### src/rtl/iic_cfg_pkg.sv
// Shared types, op flags and the default register table for the IIC configuration sequencer.
package iic_cfg_pkg;

   typedef enum logic [2:0] {
      ST_IDLE,
      ST_ISSUE,
      ST_WAIT_ACK,
      ST_WAIT_DONE,
      ST_CHECK,
      ST_GAP,
      ST_FINISH
   } cfg_state_e;

   typedef struct packed {
      logic [15:0] reg_addr;
      logic [7:0]  data;
   } cfg_entry_t;

   localparam logic IIC_WR = 1'b0;
   localparam logic IIC_RD = 1'b1;

   localparam int CFG_TABLE_LEN = 8;
   localparam int CFG_IDX_W     = 3;

   localparam cfg_entry_t CFG_TABLE [CFG_TABLE_LEN] = '{
      '{16'h3008, 8'h82},
      '{16'h3103, 8'h03},
      '{16'h3017, 8'hFF},
      '{16'h3018, 8'hFF},
      '{16'h3037, 8'h13},
      '{16'h3108, 8'h01},
      '{16'h3630, 8'h36},
      '{16'h3631, 8'h0E}
   };

endpackage

### src/rtl/iic_cfg_rom.sv
// Combinational index-to-entry lookup into the package register table.
module iic_cfg_rom
   import iic_cfg_pkg::*;
(
   input  logic [7:0] i_idx,
   output cfg_entry_t o_entry
);

   // Indices past the end of the table read back as an all-zero entry.
   always_comb begin
      o_entry = '0;
      if (i_idx < 8'(CFG_TABLE_LEN)) begin
         o_entry = CFG_TABLE[i_idx[CFG_IDX_W-1:0]];
      end
   end

endmodule

### src/rtl/iic_cfg_sequencer.sv
// Table-driven IIC register-write sequencer feeding iic_drive, with bounded retries.
// Define IIC_READBACK_VERIFY_EN to read back and compare every entry after its write.
module iic_cfg_sequencer
   import iic_cfg_pkg::*;
#(
   parameter int         NUM_REGS    = 8,
   parameter logic [7:0] DEV_ADDR    = 8'h78,
   parameter int         MAX_RETRY   = 3,
   parameter int         ACK_TIMEOUT = 16,
   parameter int         GAP_CYCLES  = 4
)
(
   input  logic        clk_i,
   input  logic        rst,
   input  logic        cfg_start,
   input  logic        busy,
   input  logic        err,
   input  logic [7:0]  rd_data,
   output logic        start_en,
   output logic        wr_rd_flag,
   output logic [7:0]  i2c_device_addr,
   output logic [15:0] register,
   output logic [7:0]  data_byte,
   output logic        cfg_busy,
   output logic        cfg_done,
   output logic        cfg_fail,
   output logic [7:0]  fail_idx
);

   localparam logic [7:0]  LAST_IDX  = 8'(NUM_REGS - 1);
   localparam logic [3:0]  RETRY_MAX = 4'(MAX_RETRY);
   localparam logic [15:0] ACK_LAST  = 16'(ACK_TIMEOUT - 1);
   localparam logic [15:0] GAP_LAST  = 16'(GAP_CYCLES - 1);

   cfg_state_e  r_state, w_state_nxt;
   logic [7:0]  r_idx, w_idx_nxt;
   logic [3:0]  r_retry, w_retry_nxt;
   logic        r_op, w_op_nxt;
   logic [15:0] r_timer;
   logic        r_err_lat;
   logic        w_fail_attempt;
   logic        w_abort;
   cfg_entry_t  w_entry;

   logic        r_start_en, r_wr_rd, r_cfg_busy, r_cfg_done, r_cfg_fail;
   logic [15:0] r_register;
   logic [7:0]  r_data_byte, r_fail_idx;

`ifdef IIC_READBACK_VERIFY_EN
   logic [7:0]  r_rd_lat;
   logic [7:0]  r_exp_data;
`else
   logic        w_unused_rd;
   assign w_unused_rd = ^rd_data;
`endif

   // Addressed with the next index so the command registers load the right entry on ISSUE entry.
   iic_cfg_rom u_rom (
      .i_idx   (w_idx_nxt),
      .o_entry (w_entry)
   );

   always_comb begin
      w_state_nxt = r_state;
      w_idx_nxt   = r_idx;
      w_retry_nxt = r_retry;
      w_op_nxt    = r_op;
      w_abort     = 1'b0;
`ifdef IIC_READBACK_VERIFY_EN
      w_fail_attempt = r_err_lat || ((r_op == IIC_RD) && (r_rd_lat != r_exp_data));
`else
      w_fail_attempt = r_err_lat;
`endif
      unique case (r_state)
         ST_IDLE: begin
            if (cfg_start) begin
               w_idx_nxt   = 8'd0;
               w_retry_nxt = 4'd0;
               w_op_nxt    = IIC_WR;
               w_state_nxt = ST_ISSUE;
            end
         end
         ST_ISSUE: w_state_nxt = ST_WAIT_ACK;
         ST_WAIT_ACK: begin
            if (busy)                        w_state_nxt = ST_WAIT_DONE;
            else if (r_timer == ACK_LAST)    w_state_nxt = ST_CHECK;
         end
         ST_WAIT_DONE: begin
            if (!busy) w_state_nxt = ST_CHECK;
         end
         ST_CHECK: begin
            if (w_fail_attempt) begin
               if (r_retry < RETRY_MAX) begin
                  w_retry_nxt = r_retry + 4'd1;
                  w_op_nxt    = IIC_WR;
                  w_state_nxt = ST_GAP;
               end else begin
                  w_abort     = 1'b1;
                  w_state_nxt = ST_FINISH;
               end
            end else begin
`ifdef IIC_READBACK_VERIFY_EN
               if (r_op == IIC_WR) begin
                  w_op_nxt    = IIC_RD;
                  w_state_nxt = ST_GAP;
               end else
`endif
               if (r_idx == LAST_IDX) begin
                  w_state_nxt = ST_FINISH;
               end else begin
                  w_idx_nxt   = r_idx + 8'd1;
                  w_retry_nxt = 4'd0;
                  w_op_nxt    = IIC_WR;
                  w_state_nxt = ST_GAP;
               end
            end
         end
         ST_GAP: begin
            if (r_timer == GAP_LAST) w_state_nxt = ST_ISSUE;
         end
         ST_FINISH: w_state_nxt = ST_IDLE;
         default:   w_state_nxt = ST_IDLE;
      endcase
   end

   always_ff @(posedge clk_i) begin
      if (rst) begin
         r_state     <= ST_IDLE;
         r_idx       <= 8'd0;
         r_retry     <= 4'd0;
         r_op        <= IIC_WR;
         r_timer     <= 16'd0;
         r_err_lat   <= 1'b0;
         r_start_en  <= 1'b0;
         r_wr_rd     <= IIC_WR;
         r_register  <= 16'd0;
         r_data_byte <= 8'd0;
         r_cfg_busy  <= 1'b0;
         r_cfg_done  <= 1'b0;
         r_cfg_fail  <= 1'b0;
         r_fail_idx  <= 8'd0;
`ifdef IIC_READBACK_VERIFY_EN
         r_rd_lat    <= 8'd0;
         r_exp_data  <= 8'd0;
`endif
      end else begin
         r_state    <= w_state_nxt;
         r_idx      <= w_idx_nxt;
         r_retry    <= w_retry_nxt;
         r_op       <= w_op_nxt;
         r_timer    <= (w_state_nxt != r_state) ? 16'd0 : r_timer + 16'd1;
         r_start_en <= (w_state_nxt == ST_ISSUE);
         r_cfg_busy <= (w_state_nxt != ST_IDLE) && (w_state_nxt != ST_FINISH);
         r_cfg_done <= (w_state_nxt == ST_FINISH);

         if ((r_state == ST_IDLE) && cfg_start) begin
            r_cfg_fail <= 1'b0;
            r_fail_idx <= 8'd0;
         end
         if (w_abort) begin
            r_cfg_fail <= 1'b1;
            r_fail_idx <= r_idx;
         end

         // Command outputs only move when a transaction is launched.
         if (w_state_nxt == ST_ISSUE) begin
            r_wr_rd     <= w_op_nxt;
            r_register  <= w_entry.reg_addr;
            r_data_byte <= (w_op_nxt == IIC_RD) ? 8'h00 : w_entry.data;
`ifdef IIC_READBACK_VERIFY_EN
            r_exp_data  <= w_entry.data;
`endif
         end

         if ((r_state == ST_WAIT_ACK) && !busy && (r_timer == ACK_LAST)) begin
            r_err_lat <= 1'b1;
         end
         if ((r_state == ST_WAIT_DONE) && !busy) begin
            r_err_lat <= err;
`ifdef IIC_READBACK_VERIFY_EN
            r_rd_lat  <= rd_data;
`endif
         end
      end
   end

   assign start_en        = r_start_en;
   assign wr_rd_flag      = r_wr_rd;
   assign i2c_device_addr = DEV_ADDR;
   assign register        = r_register;
   assign data_byte       = r_data_byte;
   assign cfg_busy        = r_cfg_busy;
   assign cfg_done        = r_cfg_done;
   assign cfg_fail        = r_cfg_fail;
   assign fail_idx        = r_fail_idx;

endmodule

### config.mk
export PLATFORM = sky130hd
export DESIGN_NAME = iic_cfg_sequencer
export DESIGN_NICKNAME = d
export VERILOG_FILES = /design/src/rtl/iic_cfg_pkg.sv /design/src/rtl/iic_cfg_rom.sv /design/src/rtl/iic_cfg_sequencer.sv
export SDC_FILE = /design/constraint.sdc
export NUM_CORES = 1
export LEC_CHECK = 0
export CAP_MARGIN = 30
export CORE_UTILIZATION = 47
export CTS_CLUSTER_DIAMETER = 30
export CTS_CLUSTER_SIZE = 10
export DETAILED_ROUTE_END_ITERATION = 8
export GPL_TIMING_DRIVEN = 1
export PLACE_DENSITY = 0.78
export REMOVE_ABC_BUFFERS = 1
export SLEW_MARGIN = 10
export SYNTH_ARGS = -nofsm -noshare
export SYNTH_HDL_FRONTEND = slang
export SYNTH_SLANG_ARGS = --single-unit
export TNS_END_PERCENT = 5
### constraint.sdc
create_clock -name clk_i -period 2.45 [get_ports clk_i]
set_clock_uncertainty 0.15 [all_clocks]
set_input_delay 0.3675 -clock clk_i [delete_from_list [all_inputs] [get_ports clk_i]]
set_output_delay 0.3675 -clock clk_i [all_outputs]
set_load 0.03 [all_outputs]
==> results of run 1 <==
[cells in the mapped netlist, types with 6 or more instances]
cell and instances:
a21oi_1 13, and3_1 6, buf_4 17, clkbuf_1 7, dfxtp_1 63, ha_1 9
inv_1 9, mux2i_1 9, nand2_1 44, nand3_1 16, nor2_1 31, nor2_2 10
o31ai_1 8, xnor2_1 7, xor2_1 9
[worst max path at each step]
stage                       startpoint  depth (start not counted)  slack (ns)                         to
2_1_floorplan  r_retry[0]$_SDFFE_PP0P_                          7       -0.42  data_byte[0]$_SDFFE_PP0P_
3_3_place_gp                 cfg_start                          9       -0.09   register[2]$_SDFFE_PP0P_
3_5_place_dp                 cfg_start                          9       -0.15   register[2]$_SDFFE_PP0P_
4_1_cts            r_idx[0]$_SDFF_PP0_                         10        0.01   register[1]$_SDFFE_PP0P_
5_1_grt            r_idx[1]$_SDFF_PP0_                         10       -0.12  data_byte[7]$_SDFFE_PP0P_
6_report       r_retry[0]$_SDFFE_PP0P_                          9       -0.02  data_byte[7]$_SDFFE_PP0P_
[final cells by class]
cell class	count	area [µm²]
repair buffers	99	902
inverters	9	33.8
well taps	77	96.3
flip-flops and latches	63	1270
fillers	472	2040
multi-input cells	260	1910
clock buffers	10	138
clock inverters	5	106
[sequential cells by signal (all words and copies together) (netlist names)]
register    flops
cfg_done        1
r_op            1
fail_idx        8
r_timer        16
r_err_lat       1
start_en        1
cfg_fail        1
r_idx           8
register        9
wr_rd_flag      1
r_retry         4
data_byte       8
cfg_busy        1
r_state         3
[what timing repair did]
action / in CTS / in global routing
buffers inserted: 0 / 13
pin swaps: 1 / 30
gates cloned: 0 / 1
endpoints found under the setup margin: 12 / 31
gates resized for setup: 5 / 34
[stage by stage]
step | setup slack [ns] | area [µm²] | power [mW]
detailed placement | -0.153 | 3900 | 1.59
global placement | -0.0902 | 3900 | 1.58
global route | -0.122 | 4460 | 2.88
CTS | 0.0131 | 4170 | 2.71
floorplan | -0.425 | 3030 | 1.40
finish | -0.0173 | 4460 | 2.78
[metal layers]
layer  share of wire (%)  routed length, µm  global-route usage, %
met1                  42               3540                   26.5
met2                  51               4310                   36.1
met3                 4.7                393                   6.13
met4                 1.6                138                   8.17
met5                   0                  0                      0
[worst max-delay path, delay by kind of cell, from the launching register on]
| kind | cells | cell delay (ns) |
|---|---|---|
| AO/OA/AOI/OAI | 2 | 0.38 |
| buffers and inverters | 2 | 0.30 |
| AND/OR/NAND/NOR | 4 | 1.01 |
| adder cells (fa/ha/maj) | 1 | 0.21 |
| flip-flops | 1 | 0.33 |
[power by group]
part / internal (mW) / switching [mW] / total, mW
Sequential: 1.06 / 0.0314 / 1.09
Clock: 0.699 / 0.416 / 1.12
Combinational: 0.246 / 0.329 / 0.575
[logic make-up after synthesis]
group	after synthesis	synth area share [%]
DFF	63	39.1
and+or+nand+nor	146	23.7
xor gates and xnor gates	17	5.20
adders and majority gates	9	3.49
muxes	10	3.14
other	2	0.233
AOI/OAI and AO/OA	64	16.7
buffers and inverters	43	8.42
==> reports/qor.csv, run 1 <==
metric;value;unit
fin_crit;2.47;ns
cellPowerDensity;625;nW/µm²
max_slew_margin;65.0;%
crit_path_top_delay_cell;or3_4;
start_util;49.6;%
reg2reg_setup_slack;-0.02;ns
place_congestion;0.853;
via_per_inst;5.51;
ys_ff_latch;63;
tritoncts;built;
r2r_start;r_retry[0]$_SDFFE_PP0P_;
max_stage_delay;0.35;ns
r2r_cells;9;
dp_cells;494;
final_core_util;68.6;%
status;complete, but fails checks;
synth_cell_types;64;
end_kind;register;
slew_violations;0;
drcViolationCount;6;
portBuffers;36;
drt-initial-drc-count;193;
insertedDiodeCount;0;
hp-start;r_timer[0]$_SDFF_PP0_;
yosys.area.top_type_share;39.1;%
crit_type;register to register;
dp_hpwl;5.27;mm
die_x;84.8;µm
hold_end;r_timer[0]$_SDFF_PP0_;
io_pins;58;
cts_hold_buffers;0;
wl;8.38;mm
grt_pass1_vias;2621;
final_common_cell;dfxtp_1;
clk_pin_slew;0.07;ns
synth_warnings;0;
path_max_fanout;8;
min_path_type;register to register;
grt_max_degree;18;
syn_avg_cell_area;9.10;µm²
postRouteAntennaNets;0;
via_count;2881;
worstSkewPairLatency;0.35;ns
cts.sinks;63;
final_cell_mix;59 x dfxtp_1, 54 x buf_4, 44 x nand2_1;
cts_max_level;3;
drive_above_1_share;30.0;%
synth_top_cells_by_area;dfxtp_1 39%, nand2_1 5.1%, buf_4 4.0%;
die-area;7190;µm²
fmax;0.405;GHz
finalSetupTns;-0.0231;ns
grt_pass1_wl;12.3;mm
worst_ep_required_time;2.56;ns
ir_worst_vdd;0.471;mV
timing.hold.ws;0.308;ns
area_growth;38.2;%
critPathLaunchType;register;
numCtsBuffers;9;
rsz0062_at_grt;yes;
die_h;84.8;µm
avgRoutedWirePerCell;16.0;µm
drtPass1Iterations;7;
maxCapViolCount;0;
grtUsageTotal;21.6;%
std_cell_rows;29;
synth_top_area_cell;dfxtp_1;
synth_cells;354;
cp_cell_sequence;ha_2 > or3_4 > and3_2 > a211oi_4 > nand4_2 > nand4bb_4 > buf_12 > buf_6 > o31ai_2;
leakage;1.74;nW
hold_violations;0;
coreArea;6490;µm²
setup_viol;2;
grt_overflow;0;
worstMarginPinSlew;0.523;ns
async_flop_share;0;%
cts-root-buf;clkbuf_8;
seq_area_frac_synth;39.1;%
ys.flop_type;dfxtp_1;
cp.arrival;2.58;ns
antenna_found_initial;0;
syn_area;3220;µm²
fin_crit_sh;101;%
synth_edf_count;0;
cts_max_path_buffers;2;
fin_cells;523;
failed_checks;DRC, setup timing;
layout.nets;464;
holdPathStages;1;
setup_ws;-0.0173;ns
reg2reg_to;data_byte[7]$_SDFFE_PP0P_;
No activity file was read; power rests on OpenSTA's default activity.
==> run 2: changes to the inputs <==
==> constraint.sdc (replaced) <==
create_clock -name clk_i -period 2.45 [get_ports clk_i]
set_clock_uncertainty 0.15 [all_clocks]
set_input_delay 0.49 -clock clk_i [delete_from_list [all_inputs] [get_ports clk_i]]
set_output_delay 0.49 -clock clk_i [all_outputs]
set_load 0.03 [all_outputs]
==> run 2 against run 1 <==
The run ends with DRC left. Cell count decreased by 1.9%. Count of clock-buffer cells in the layout increased by 2. Routed wire length decreased by 10%. Die area unchanged. Setup slack improved by 0.051 ns. Total power decreased by 12%. Critical path depth decreased by 1. Clock power decreased by 25%. Highest routed layer unchanged. Sequential power about the same.
==> reports/qor.csv, run 2 (synthesis gave the netlist of run 1 again) <==
metric;value;unit;change
grt_pass1_wl;12.1;mm;-1.6%
grt_pass1_vias;2659;;+1.4%
status;complete, but fails checks;;
final_common_cell;dfxtp_1;;
fin_crit;2.42;ns;-0.0513 ns
worst_ep_required_time;2.56;ns;about the same
grt_overflow;0;;unchanged
area_growth;32.2;%;
cp.arrival;2.53;ns;-0.05 ns
end_kind;register;;
cts-root-buf;clkbuf_8;;
dp_slack;-0.222;ns;-0.0685 ns
postRouteAntennaNets;0;;unchanged
std_cell_rows;29;;unchanged
r2r_cells;8;;-1
cts_hold_buffers;0;;unchanged
die_h;84.8;µm;unchanged
fmax;0.414;GHz;+2.1%
max_stage_delay;0.40;ns;+0.05 ns
antenna_found_initial;0;;unchanged
reg2reg_setup_slack;0.03;ns;+0.05 ns
via_per_inst;5.43;;-1.4%
failed_checks;DRC;;
clk_pin_slew;0.07;ns;about the same
final_cell_mix;61 x dfxtp_1, 49 x buf_4, 44 x nand2_1;;
reg2reg_to;data_byte[3]$_SDFFE_PP0P_;;
start_util;49.6;%;unchanged
r2r_start;r_idx[6]$_SDFF_PP0_;;
cp-endpoint;data_byte[3]$_SDFFE_PP0P_;;
crit_type;register to register;;
drtPass1Iterations;9;;+2
drcViolationCount;6;;unchanged
slew_violations;0;;unchanged
max_slew_margin;62.8;%;-2.3 points
path_max_fanout;17;;+9
die-area;7190;µm²;unchanged
hold_violations;0;;unchanged
leakage;1.66;nW;-4.5%
finalSetupTns;0;ns;+0.0231 ns
power;2.46;mW;-12%
cellPowerDensity;577;nW/µm²;-7.6%
critPathLaunchType;register;;
min_path_type;register to register;;
largest_reg_flops;16;;unchanged
maxCapViolCount;0;;unchanged
place_congestion;0.863;;+1.1%
tritoncts;built;;
crit_path_top_delay_cell;or3_4;;
crit_start;r_idx[6]$_SDFF_PP0_;;
setup_ws;0.0340;ns;+0.0513 ns
die_x;84.8;µm;unchanged
grt_max_degree;18;;unchanged
dp_hpwl;5.06;mm;-4.0%
layout.nets;454;;-2.2%
cts.sinks;63;;unchanged
drive_above_1_share;27.8;%;-2.3 points
ir_worst_vdd;0.380;mV;-19%
coreArea;6490;µm²;unchanged
cts_max_path_buffers;2;;unchanged
drt-initial-drc-count;189;;-2.1%
fin_crit_sh;98.6;%;-2.1 points
worstSkewPairLatency;0.35;ns;about the same
rsz0062_at_grt;yes;;
regMostFlops;r_timer;;
cts_max_level;3;;unchanged
wl;7.54;mm;-10%
io_pins;58;;unchanged
cp_cell_sequence;or3_4 > buf_4 > o31ai_4 > nor3_2 > o32ai_2 > nand4bb_4 > buf_12 > o31ai_2;;
avgRoutedWirePerCell;14.7;µm;-8.3%
numCtsBuffers;9;;unchanged
setup_viol;0;;-2
grtUsageTotal;21.2;%;-0.36 points
via_count;2787;;-3.3%
insertedDiodeCount;0;;unchanged
portBuffers;36;;unchanged
worstMarginPinSlew;0.553;ns;+0.0298 ns
[run 2: cell types whose count changed in the layout (fill, tap and decap cells not counted), moves of 2 or more]
| cell | before | now |
|---|---|---|
| dfxtp_2 | 4 | 2 |
| dfxtp_1 | 59 | 61 |
| o31ai_4 | 5 | 1 |
| buf_6 | 5 | 1 |
| clkbuf_8 | 10 | 12 |
| buf_4 | 54 | 49 |
| clkinv_2 | 0 | 2 |
| o31ai_2 | 4 | 7 |
| bufinv_16 | 3 | 0 |
[run 2: how the worst min path moves through the flow]
stage                                           end  depth (start not counted)  slack [ns]                 startpoint
after floorplan               r_timer[0]$_SDFF_PP0_                          1        0.27      r_timer[0]$_SDFF_PP0_
after global placement    data_byte[6]$_SDFFE_PP0P_                          2        0.29  data_byte[6]$_SDFFE_PP0P_
after detailed placement   register[8]$_SDFFE_PP0P_                          2        0.29   register[8]$_SDFFE_PP0P_
after CTS                     r_timer[0]$_SDFF_PP0_                          1        0.30      r_timer[0]$_SDFF_PP0_
after global routing          r_timer[0]$_SDFF_PP0_                          1        0.32      r_timer[0]$_SDFF_PP0_
final                         r_timer[0]$_SDFF_PP0_                          1        0.30      r_timer[0]$_SDFF_PP0_
[run 2: where the power goes]
part / total (mW) / leakage (nW) / internal (mW) / switching, mW
logic: 0.536 / 1.06 / 0.221 / 0.315
registers: 1.09 / 0.510 / 1.06 / 0.0267
clock network: 0.836 / 0.0942 / 0.440 / 0.395
[run 2: repair_timing]
action / in CTS / in global routing
setup endpoints to repair: 23 / 33
endpoints found under the hold margin: 0 / 0
pin swaps: 1 / 9
gates resized for setup: 4 / 23
setup buffers: 0 / 2
cloned: 1 / 0
[run 2: area by class of cell]
class	instances	area (µm²)
repair buffers	89	800
well taps	77	96.3
fillers	496	2230
multi-input cells	260	1890
flip-flops and latches	63	1260
clock inverters	3	17.5
inverters	9	33.8
clock buffers	12	165
[run 2: layer usage]
metal	up-vias	global-route usage [%]	wire, µm
li1	1380	-	-
met1	1314	26.3	3340
met2	74	34.1	3630
met3	19	5.74	362
met4	0	10.6	201
met5	-	0	0
[run 2: worst max-delay path: cells and delay by family, from the launching register on]
family          cells  cell delay, ns
compound gates      3            0.84
buf+inv             2            0.35
flops               1            0.32
simple gates        3            0.66
[run 2: per-stage QoR]
stage	instances	instance area (µm²)	hold WS, ns	util, %
after global routing	513	4260	0.325	65.6
after floorplan	331	3030	0.273	-
after detailed placement	495	3900	0.291	60.1
after global placement	495	3900	0.287	60.1
final	513	4260	0.301	65.6
after CTS	511	4130	0.305	63.6
==> run 3: changes to the inputs <==
--- a/config.mk
+++ b/config.mk
@@ -8,3 +8,4 @@
 export CAP_MARGIN = 30
-export CORE_UTILIZATION = 47
+export CORE_UTILIZATION = 49
+export CTS_BUF_LIST = sky130_fd_sc_hd__clkbuf_8
 export CTS_CLUSTER_DIAMETER = 30
@@ -13,3 +14,3 @@
 export GPL_TIMING_DRIVEN = 1
-export PLACE_DENSITY = 0.78
+export PLACE_DENSITY = 0.8
 export REMOVE_ABC_BUFFERS = 1
==> constraint.sdc (replaced) <==
create_clock -name clk_i -period 2.2 [get_ports clk_i]
set_clock_uncertainty 0.15 [all_clocks]
set_input_delay 0.22 -clock clk_i [delete_from_list [all_inputs] [get_ports clk_i]]
set_output_delay 0.22 -clock clk_i [all_outputs]
set_load 0.03 [all_outputs]
==> run 3 against run 2 <==
The flow finishes with violations (setup timing). Routed wire length rose by 5.1%. Non-clock buffer count up 20. Register-to-register slack worse by 0.22 ns. Sequential power increased by 10%. Critical path type unchanged. Critical endpoint is now data_byte[1]$_SDFFE_PP0P_.
==> reports/qor.csv, run 3 (synthesis gave the netlist of run 1 again) <==
metric;value;unit;change
die_x;83.1;µm;-2.0%
cellPowerDensity;622;nW/µm²;+7.9%
coreArea;6350;µm²;-2.2%
grt_pass1_wl;13.4;mm;+11%
std_cell_rows;29;;unchanged
worstSkewPairLatency;0.35;ns;about the same
largest_reg_flops;16;;unchanged
status;complete, but fails checks;;
avgRoutedWirePerCell;14.8;µm;+1.0%
insertedDiodeCount;0;;unchanged
cts.sinks;63;;unchanged
fmax;0.419;GHz;+1.3%
die_h;83.1;µm;-2.0%
layout.nets;474;;+4.4%
fin_crit_sh;108;%;+9.8 points
grt_pass1_vias;2891;;+8.7%
via_count;2913;;+4.5%
crit_type;register to register;;
portBuffers;36;;unchanged
hold_violations;0;;unchanged
drt-initial-drc-count;275;;+46%
final_cell_mix;68 x buf_4, 61 x dfxtp_1, 44 x nand2_1;;
final_common_cell;buf_4;;
min_path_type;register to register;;
critPathLaunchType;register;;
area_growth;36.0;%;
slew_violations;0;;unchanged
max_stage_delay;0.41;ns;about the same
tritoncts;built;;
setup_ws;-0.185;ns;-0.219 ns
cts_max_path_buffers;2;;unchanged
dpl_cell_area;4060;µm²;+4.0%
rsz0062_at_grt;yes;;
setup_viol;34;;+34
path_max_fanout;17;;unchanged
leakage;1.76;nW;+6.1%
failed_checks;setup timing;;
crit_path_top_delay_cell;or3_4;;
grtUsageTotal;24.2;%;+3.0 points
fin_cells;534;;+4.1%
final_core_util;69.0;%;+3.4 points
regMostFlops;r_timer;;
via_per_inst;5.46;;+0.41%
fin_crit;2.38;ns;-0.0310 ns
end_kind;register;;
drcViolationCount;0;;-6
ir_worst_vdd;0.487;mV;+28%
io_pins;58;;unchanged
stdcell_area;4380;µm²;+2.8%
finalSetupTns;-4.94;ns;-4.94 ns
cp_cell_sequence;or3_4 > buf_6 > o31ai_4 > nor3_2 > o32ai_2 > nand4bb_4 > buf_12 > o31ai_2;;
start_util;50.8;%;+1.1 points
dp_slack;-0.347;ns;-0.125 ns
die-area;6910;µm²;-4.0%
cts_hold_buffers;0;;unchanged
timing.hold.ws;0.306;ns;+0.00407 ns
numCtsBuffers;9;;unchanged
dp_cells;516;;+4.2%
wl;7.93;mm;+5.1%
worst_ep_required_time;2.32;ns;-0.24 ns
drtPass1Iterations;4;;-5
grt_max_degree;18;;unchanged
postRouteAntennaNets;0;;unchanged
drive_above_1_share;31.1;%;+3.3 points
cts_max_level;3;;unchanged
clk_pin_slew;0.07;ns;about the same
antenna_found_initial;0;;unchanged
dp_hpwl;5.39;mm;+6.6%
power;2.73;mW;+11%
cp.arrival;2.50;ns;-0.03 ns
place_congestion;0.872;;+1.1%
cts-root-buf;clkbuf_8;;
grt_overflow;0;;unchanged
maxCapViolCount;0;;unchanged
run 3: changes by cell type in the layout (fill, tap and decap cells not counted), sizes merged:
cell    before  now
inv          9   11
clkbuf      12   11
buf         53   73
run 3: area by class of cell:
type                            count  area [µm²]
Fill cell                         444        1970
Clock buffer                       11         151
Sequential cell                    63        1260
Timing Repair Buffer              109         953
Inverter                            9        33.8
Tap cell                           77        96.3
Clock inverter                      5        25.0
Multi-Input combinational cell    260        1860
run 3: timing repair:
| action | 4_1_cts | 5_1_grt |
|---|---|---|
| gates cloned | 1 | 0 |
| setup buffers | 1 | 0 |
| endpoints found under the hold margin | 0 | 0 |
| pin swaps | 17 | 5 |
| gates resized for setup | 19 | 10 |
| setup endpoints to repair | 33 | 36 |
run 3: metal layers:
metal	global-route usage (%)	up-vias	wire [µm]
met1	28.9	1392	3360
met2	40.5	95	3970
met4	11.6	0	183
li1	-	1409	-
met3	5.96	17	412
met5	0	-	0
run 3: final timing paths:
kind	cells past startpoint	end	from	slack (ns)
setup / recovery	8	data_byte[1]$_SDFFE_PP0P_	r_idx[3]$_SDFF_PP0_	-0.18
hold / removal	2	register[8]$_SDFFE_PP0P_	register[8]$_SDFFE_PP0P_	0.31
setup reg to reg	8	data_byte[1]$_SDFFE_PP0P_	r_idx[3]$_SDFF_PP0_	-0.18
hold reg to reg	2	register[8]$_SDFFE_PP0P_	register[8]$_SDFFE_PP0P_	0.31
run 3: report_power, final:
| group | switching, mW | leakage [nW] | internal [mW] |
|---|---|---|---|
| Combinational | 0.363 | 1.16 | 0.261 |
| Sequential | 0.0218 | 0.510 | 1.18 |
| Clock | 0.443 | 0.0977 | 0.458 |
| Total | 0.828 | 1.76 | 1.90 |
run 3: worst max-delay path: cells and delay by family, from the launching register on:
family,cells,cell delay [ns]
and+or+nand+nor,3,0.66
buffers and inverters,2,0.33
DFF,1,0.32
AOI/OAI and AO/OA,3,0.84
